==> src/rtl/pe_sequencer_pkg.sv <==
`default_nettype none
// ============================================================================
// pe_sequencer_pkg : FSM state encoding, pe_ctl bit indices, default widths
// Revision 1.0
// ============================================================================
package pe_sequencer_pkg;

    localparam int ADDR_W_DEF  = 16;
    localparam int INST_AW_DEF = 8;
    localparam int RES_AW_DEF  = 8;
    localparam int DATA_W      = 32;
    localparam int CNT_W       = 8;

    localparam int CTL_FIRST = 0;
    localparam int CTL_LAST  = 1;

    typedef enum logic [2:0] {
        IDLE   = 3'd0,
        FETCH  = 3'd1,
        DECODE = 3'd2,
        ISSUE  = 3'd3,
        DRAIN  = 3'd4
    } seq_state_e;

endpackage
`default_nettype wire

==> src/rtl/pe_seq_fsm.sv <==
`default_nettype none
// ============================================================================
// pe_seq_fsm : run-control state register and next-state logic
// Revision 1.0
// ============================================================================
module pe_seq_fsm
    import pe_sequencer_pkg::*;
(
    input  logic       clk,
    input  logic       rst_n,
    input  logic       start,
    input  logic       inst_num_zero,
    input  logic       skip,
    input  logic       last_beat,
    input  logic       more,
    input  logic       drain_ok,
    output seq_state_e state,
    output logic       run_start,
    output logic       done_set
);

    seq_state_e state_nxt;

    always_ff @(posedge clk or negedge rst_n) begin
        if (!rst_n) begin
            state <= IDLE;
        end else begin
            state <= state_nxt;
        end
    end

    always_comb begin
        state_nxt = state;
        run_start = 1'b0;
        done_set  = 1'b0;
        case (state)
            IDLE: begin
                if (start) begin
                    if (inst_num_zero) begin
                        done_set = 1'b1;
                    end else begin
                        run_start = 1'b1;
                        state_nxt = FETCH;
                    end
                end
            end
            FETCH: begin
                state_nxt = DECODE;
            end
            DECODE: begin
                if (skip) begin
                    state_nxt = more ? FETCH : DRAIN;
                end else begin
                    state_nxt = ISSUE;
                end
            end
            ISSUE: begin
                if (last_beat) begin
                    state_nxt = more ? FETCH : DRAIN;
                end
            end
            DRAIN: begin
                if (drain_ok) begin
                    done_set  = 1'b1;
                    state_nxt = IDLE;
                end
            end
            default: begin
                state_nxt = IDLE;
            end
        endcase
    end

endmodule
`default_nettype wire

==> src/rtl/pe_sequencer.sv <==
`default_nettype none
// ============================================================================
// pe_sequencer : fetches beat counts, streams PE operands, collects results
// Revision 1.0
// ============================================================================
module pe_sequencer
    import pe_sequencer_pkg::*;
#(
    parameter int ADDR_W  = ADDR_W_DEF,
    parameter int INST_AW = INST_AW_DEF,
    parameter int RES_AW  = RES_AW_DEF
) (
    input  logic               clk,
    input  logic               rst_n,
    input  logic               start,
    input  logic [INST_AW-1:0] inst_num,
    output logic [INST_AW-1:0] inst_addr,
    output logic               inst_rd,
    input  logic [CNT_W-1:0]   inst_data,
    output logic [ADDR_W-1:0]  neuron_addr,
    output logic [ADDR_W-1:0]  weight_addr,
    output logic               pe_vld_i,
    output logic [1:0]         pe_ctl,
    input  logic               pe_vld_o,
    input  logic [DATA_W-1:0]  pe_result,
    output logic               res_we,
    output logic [RES_AW-1:0]  res_addr,
    output logic [DATA_W-1:0]  res_data,
    output logic               busy,
    output logic               done,
    output logic               err
);

    seq_state_e         state;
    logic               run_start;
    logic               done_set;

    logic [INST_AW-1:0] num;
    logic [INST_AW-1:0] idx;
    logic [CNT_W-1:0]   beat_cnt;
    logic [CNT_W-1:0]   beat;
    logic [ADDR_W-1:0]  naddr;
    logic [ADDR_W-1:0]  waddr;
    logic [INST_AW:0]   outstanding;

    logic               in_issue;
    logic               skip;
    logic               last_beat;
    logic               more;
    logic               idx_adv;
    logic               result_ok;
    logic               result_bad;
    logic               idle_start;

    assign in_issue   = (state == ISSUE);
    assign skip       = (inst_data == '0);
    assign last_beat  = in_issue && (beat == beat_cnt - CNT_W'(1));
    assign more       = (idx != num - INST_AW'(1));
    assign idx_adv    = ((state == DECODE) && skip) || last_beat;
    assign result_ok  = pe_vld_o && (outstanding != '0);
    assign result_bad = pe_vld_o && (outstanding == '0);
    assign idle_start = (state == IDLE) && start;

    pe_seq_fsm u_fsm (
        .clk           (clk),
        .rst_n         (rst_n),
        .start         (start),
        .inst_num_zero (inst_num == '0),
        .skip          (skip),
        .last_beat     (last_beat),
        .more          (more),
        .drain_ok      (outstanding == '0),
        .state         (state),
        .run_start     (run_start),
        .done_set      (done_set)
    );

    // Strobes decode straight from state so an async reset drops them at once.
    assign inst_addr         = idx;
    assign inst_rd           = (state == FETCH);
    assign pe_vld_i          = in_issue;
    assign pe_ctl[CTL_FIRST] = in_issue && (beat == '0);
    assign pe_ctl[CTL_LAST]  = last_beat;
    assign neuron_addr       = naddr;
    assign weight_addr       = waddr;
    assign busy              = (state != IDLE);

    always_ff @(posedge clk or negedge rst_n) begin
        if (!rst_n) begin
            num      <= '0;
            idx      <= '0;
            naddr    <= '0;
            waddr    <= '0;
            beat_cnt <= '0;
            beat     <= '0;
        end else begin
            if (run_start) begin
                num   <= inst_num;
                idx   <= '0;
                naddr <= '0;
                waddr <= '0;
            end else begin
                if (idx_adv && more) begin
                    idx <= idx + INST_AW'(1);
                end
                if (in_issue) begin
                    naddr <= naddr + ADDR_W'(1);
                    waddr <= waddr + ADDR_W'(1);
                end
            end
            if (state == DECODE) begin
                beat_cnt <= inst_data;
                beat     <= '0;
            end else if (in_issue) begin
                beat <= beat + CNT_W'(1);
            end
        end
    end

    // One result is owed per issued dot product; a stray result never decrements.
    always_ff @(posedge clk or negedge rst_n) begin
        if (!rst_n) begin
            outstanding <= '0;
        end else begin
            case ({last_beat, result_ok})
                2'b10:   outstanding <= outstanding + (INST_AW + 1)'(1);
                2'b01:   outstanding <= outstanding - (INST_AW + 1)'(1);
                default: outstanding <= outstanding;
            endcase
        end
    end

    always_ff @(posedge clk or negedge rst_n) begin
        if (!rst_n) begin
            res_we   <= 1'b0;
            res_data <= '0;
            res_addr <= '0;
            err      <= 1'b0;
            done     <= 1'b0;
        end else begin
            res_we <= result_ok;
            if (result_ok) begin
                res_data <= pe_result;
            end
            if (run_start) begin
                res_addr <= '0;
            end else if (res_we) begin
                res_addr <= res_addr + RES_AW'(1);
            end
            if (result_bad) begin
                err <= 1'b1;
            end else if (idle_start) begin
                err <= 1'b0;
            end
            done <= done_set;
        end
    end

endmodule
`default_nettype wire

==> config.mk <==
export PLATFORM = sky130hd
export DESIGN_NAME = pe_sequencer
export DESIGN_NICKNAME = d
export VERILOG_FILES = /design/src/rtl/pe_sequencer_pkg.sv /design/src/rtl/pe_seq_fsm.sv /design/src/rtl/pe_sequencer.sv
export SDC_FILE = /design/constraint.sdc
export NUM_CORES = 1
export LEC_CHECK = 0
export ABC_AREA = 1
export CORE_ASPECT_RATIO = 0.9
export CORE_MARGIN = 3
export CORE_UTILIZATION = 55
export CTS_CLUSTER_SIZE = 30
export DETAILED_ROUTE_END_ITERATION = 16
export PLACE_DENSITY = 0.95
export SETUP_SLACK_MARGIN = 0.4
export SYNTH_ARGS = -nofsm -noshare
export SYNTH_HDL_FRONTEND = slang
export SYNTH_SLANG_ARGS = --single-unit
==> constraint.sdc <==
create_clock -name clk -period 4.5 [get_ports clk]
set_clock_uncertainty 0.05 [all_clocks]
set_input_delay 0.9 -clock clk [delete_from_list [all_inputs] [get_ports clk]]
set_output_delay 0.9 -clock clk [all_outputs]
set_load 0.05 [all_outputs]
; Yosys cells after proc, flatten, opt, wreduce, memory -nomap -nowiden
; Index checks and enable logic that the tools add are counted.
[totals]
in_bits = 52
out_inout_bits = 88
ff_bits = 119
word_cells = 83
[classes]
eq_ne = 12
n_reduce_logical = 22
mux = 27
add_sub_neg = 9
[op_table]
columns = op, count
row1 = two-way mux 16 bit, 4
row2 = two-way mux 8 bit, 6
row3 = "adder 16 x 1 -> 16 bit, second input constant", 2
row4 = "adder 8 x 1 -> 8 bit, second input constant", 3
row5 = logical NOT 8 bit, 3
row6 = two-way mux 3 bit, 6
row7 = one-hot mux 9 bit (2 select lines), 1
row8 = "subtractor 8 x 1 -> 8 bit, second input constant", 2
row9 = one-hot mux 3 bit (5 select lines), 1
row10 = nonzero test 2 bit, 6
row11 = "adder 9 x 1 -> 9 bit, second input constant", 1
row12 = logical NOT 9 bit, 1
row13 = nonzero test 9 bit, 1
row14 = "subtractor 9 x 1 -> 9 bit, second input constant", 1
row15 = equality test 8 bit, 1
row16 = two-way mux 1 bit, 8
row17 = inequality test 8 bit, 1
row18 = logical AND 1 bit, 7
row19 = "equality test 3 x 2 -> 1 bit, second input constant", 2
row20 = "inequality test 2 x 1 -> 1 bit, second input constant", 2
row21 = "inequality test 2 bit, second input constant", 2
row22 = AND reduction 4 bit, 1
row23 = "equality test 3 x 1 -> 1 bit, second input constant", 1
row24 = "equality test 3 bit, second input constant", 1
row25 = 6 further kinds, 6

; Logic depth before layout (Yosys ltp)
[depth]
word_depth = 7
ltp_mapped = 19
mapped_depth_nobuf = 19

; Hierarchy
; From an unflattened synthesis, not the netlist that was laid out.
[hier_totals]
cells_unflattened = 852
area_unflattened_um2 = 6472.5
[modules_own_cells]
columns = module, cells_per_inst, seq_area_each_um2, area_per_inst_um2, n_inst
row1 = pe_sequencer, 814, 2902.8, 6226.0, 1
row2 = pe_seq_fsm, 38, 75.1, 246.5, 1

; Worst setup path after synthesis
; Ideal clock, no wire load.
[synth_timing]
path_type = input to register
startpoint = in pe_vld_o
endpoint = reg outstanding[6]
t_arrival_ps = 2788
n_path_buf = 1
setup_ps = 137
required_ps = 4313
slack_ps = 1525
path_stages = 12
path_cell_list = nand2_1 -> inv_1 -> buf_1 -> ha_1 -> ha_1 -> nand3_1 -> nand3_1 -> nand2_1 -> nand2_1 -> a21oi_1 -> xor2_1 -> o21ai_0
[synth_between]
elab_chain_cells = 3
elab_cells_between_ends = 5
cone_classes = 2 x eq/ne / 1 x mux / 2 x reduce/logical
[synth_lines]
columns = item, line_no
row1 = from (decl), pe_sequencer.sv:24  ; input logic pe_vld_o,
row2 = logical AND 1 bit (*), pe_sequencer.sv:60  ; assign result_ok = pe_vld_o && (outstanding != '0);
row3 = named net result_ok, pe_sequencer.sv:51  ; logic result_ok;
row4 = equality test 2 x 1 -> 1 bit / equality test 2 bit (equally long branches), pe_sequencer.sv:125  ; case ({last_beat, result_ok})
row5 = one-hot mux 9 bit (2 select lines) / nonzero test 2 bit (equally long branches), n/a
row6 = to (signal assigned), pe_sequencer.sv:126  ; 2'b10: outstanding <= outstanding + (INST_AW + 1)'(1);
row7 = to (signal assigned), pe_sequencer.sv:127  ; 2'b01: outstanding <= outstanding - (INST_AW + 1)'(1);
row8 = to (signal assigned), pe_sequencer.sv:128  ; default: outstanding <= outstanding;
row9 = to (decl), pe_sequencer.sv:44  ; logic [INST_AW:0] outstanding;
; Mark *: on every way through the listed nets, which the timed path passes. The rest lies on a longest branch.
; A chain may end at the register's enable or synchronous reset.

; Worst setup path after layout
[layout_timing]
startpoint = reg beat_cnt[0]
endpoint = out pe_ctl[1]
[layout_between]
elab_chain_cells = 3
[layout_lines]
columns = item, line_no
row1 = from (decl), pe_sequencer.sv:40  ; logic [CNT_W-1:0] beat_cnt;
row2 = from (signal assigned), pe_sequencer.sv:112  ; beat_cnt <= inst_data;
row3 = subtractor 8 x 1 -> 8 bit, pe_sequencer.sv:57  ; assign last_beat = in_issue && (beat == beat_cnt - CNT_W'(1));
row4 = equality test 8 bit, pe_sequencer.sv:57
row5 = logical AND 1 bit, pe_sequencer.sv:57
row6 = to (decl), pe_sequencer.sv:23  ; output logic [1:0] pe_ctl,
; Every way passes these cells.

==> results.cfg <==
[outcome]
status = finished, final reports clean

[global_routing]
grt_max_degree = 69
gr-usage-met2_pct = 42.2
grt_overflow = 0
grt_pass1_wl_mm = 26.5
gr-usage-met3_pct = 8.81
grt_pass1_vias = 5662
grt_use_total_pct = 26.0
gr-usage-met1_pct = 33.1
busiest_layer = met2
antenna_found_initial = 0

[synth]
seq_area_frac_synth_pct = 47.8
yosysTopAreaCellShare_pct = 47.8
yosys.area_share.simple_pct = 30.8
synth_top_family_by_area = simple AND/OR/NAND/NOR gates
yosysUniqueCellTypes = 41
syn_avg_cell_area_um2 = 7.89
ys_seq_elements = 119
synth_xor_area_share_pct = 3.37
synth_area_leaders = dfrtp_1, nand2_1, inv_1
synth.mux.area_fraction_pct = 0.161
synth_area_um2 = 6230
yosysTopAreaCell = dfrtp_1
synthAdderAreaFrac_pct = 3.54
synth_warnings = 0
synth_compound_area_share_pct = 7.73
netlist_instances = 789
syn-num-nets = 858

[setup_path]
arrival_ns = 2.90
path_cells = inv_1 > ha_1 > nand2_1 > nor2_1 > nand2_1 > nand2_1 > nand2_1 > nor2_1 > nand3_1 > inv_1 > clkdlybuf4s50_1
cp_slowest_stage_delay_ns = 0.81
start_kind = flip-flop
crit_fanout = 6
worstSetupEndpointType = output pin
cpMaxStageDelayCell = clkdlybuf4s50_1
cpMostUsedCell = nand2_1
path_class = reg2out
worst_ep_required_time_ns = 3.55

[sta]
setup_viol = 0
relSlewSlack_pct = 33.6
fin_setup_tns_ns = 0
min_period_ns = 3.85
tightest_slew_ns = 0.993
clock.fmax_mhz = 260
hold_viol_final = 0
grt_setup_unrepaired = false
period_share_pct = 85.5
fin_ws_ns = 0.651
final_max_slew_viol_count = 0

[layout]
fill_cells = 728
diodes = 0
final_area_um2 = 8370
syn_to_final_growth_pct = 34.5
final_common_cell = nand2_1
fin_nets = 1002
finalNonFillerCells = 1098
layout_common_cells = nand2_1, clkdlybuf4s50_1, dfrtp_1
layout-drive-gt1-share_pct = 6.55

[cts]
clockBufferDepth = 2
cts-root-buf = clkbuf_16
clock-sinks = 119
clock_latency_ns = 0.41
clk_pin_slew_worst_paths_ns = 0.06
cts_hold_buf = 0
cts_setup_buffers = 0
cts.htree.levels = 4
cts_tree = done
cts.repair.resized = 0
cts_inserted_buffers = 17

[route]
wl_mm = 16.0
drcViolationCount = 0
drt-initial-drc-count = 489
postRouteAntennaNets = 0
num_vias = 5832
dr.pass1.iters = 5
wl_per_cell_um = 14.6
routed_via_density = 5.31

[power_and_ir_drop]
power_uw = 3570
p_per_area_nw_per_um2 = 426
p_leak_uw = 0.00405
ir_drop_mv = 0.321

[floorplanning]
coreArea_um2 = 10900
fp-row-count = 36
die-width_um = 118
initial_core_util_pct = 56.9
die_y_um = 107
dieArea_um2 = 12600
ioPinCount = 140

[place]
placed_area_um2 = 7740
place_congestion = 0.935
post-place-cells = 1066
io_buffers = 139
hpwl_mm = 10.9
pre_cts_ws_ns = 0.914

[flow_run]
maxCapViolCount = 0

[hold_path]
hold_path_class = reg2reg
state kept, by name, summed over array words and instances (netlist names):
signal and count:
res_addr 8, done 1, u_fsm.state 3, res_we 1
outstanding 9, beat 8, neuron_addr 16, err 1
beat_cnt 8, weight_addr 16, res_data 32, num 8
inst_addr 8
cells in the mapped netlist:
cell type / instances
nand2_1: 254
dfrtp_1: 119
inv_1: 80
nor2_1: 78
nand3_1: 50
o21ai_0: 39
a21oi_1: 34
xor2_1: 17
ha_1: 16
nor3_1: 16
nand4_1: 14
clkbuf_1: 9
o21a_1: 7
xnor2_1: 7
nor2_2: 6
buf_2: 5
nand2_2: 4
nand3_2: 3
a211oi_1: 2
a221oi_1: 2
a31oi_1: 2
buf_6: 2
nor2_4: 2
nor3_4: 2
nor3b_1: 2
or2_2: 2
a32o_1: 1
and3_1: 1
buf_1: 1
buf_4: 1
clkbuf_8: 1
fa_1: 1
inv_2: 1
mux2i_1: 1
nand2_4: 1
nand3_4: 1
nand3b_1: 1
nor2_8: 1
nor3_2: 1
nor4_1: 1
o311ai_0: 1
report_power, final:
group / internal, µW / switching, µW
combinational: 303 / 529
sequential: 1180 / 98.0
clock: 946 / 513
path summary, 6_finish.rpt:
| path | startpoint | end | slack (ns) | cells after the start |
|---|---|---|---|---|
| max in group asynchronous | rst_n | res_data[9] | 2.92 | 2 |
| max | beat_cnt[0] | pe_ctl[1] | 0.65 | 11 |
| min reg2reg | res_data[25] | res_data[25] | 0.43 | 2 |
| min in group asynchronous | rst_n | inst_addr[6] | 0.57 | 1 |
| max reg2reg | beat_cnt[0] | outstanding[7] | 1.12 | 16 |
| min | res_data[25] | res_data[25] | 0.43 | 2 |
cell families (layout without fill, tap and decap cells):
| group | after synthesis | in the layout |
|---|---|---|
| adders and majority gates | 17 | 17 |
| AOI/OAI and AO/OA | 88 | 88 |
| and+or+nand+nor | 440 | 440 |
| xor gates and xnor gates | 24 | 24 |
| muxes | 1 | 1 |
| buffers and inverters | 100 | 257 |
| DFF | 119 | 119 |
through the flow:
| step | hold slack (ns) | utilization, % |
|---|---|---|
| 6_report | 0.432 | 76.5 |
| 4_1_cts | 0.434 | 76.5 |
| 5_1_grt | 0.455 | 76.5 |
| 2_1_floorplan | 0.398 | - |
| 3_5_place_dp | 0.419 | 70.7 |
| 3_3_place_gp | 0.412 | 70.7 |
worst max-delay path, delay by kind of cell (launching register included):
family	cells	cell delay (ns)
fa+ha+maj	1	0.25
buf+inv	3	1.10
flops	1	0.40
simple gates	7	0.73
per-layer routing:
layer | routed length (µm) | part of all wire (%) | vias to the layer above
li1 | - | - | 2825
met4 | 197 | 1.2 | 0
met3 | 1370 | 8.6 | 18
met1 | 6930 | 43 | 2768
met5 | 0 | 0 | -
met2 | 7500 | 47 | 221
cell type report:
class                      instances  area (µm²)  share of cell area [%]
sequential                       119        2980                    35.6
timing repair buffer             144        1430                    17.0
tap                              152         190                    2.27
inverter                          81         304                    3.63
clock buffer                      18         439                    5.24
multi-input combinational        570        2840                    33.9
clock inverter                    14         196                    2.35
(Power assumes the default switching activity.)
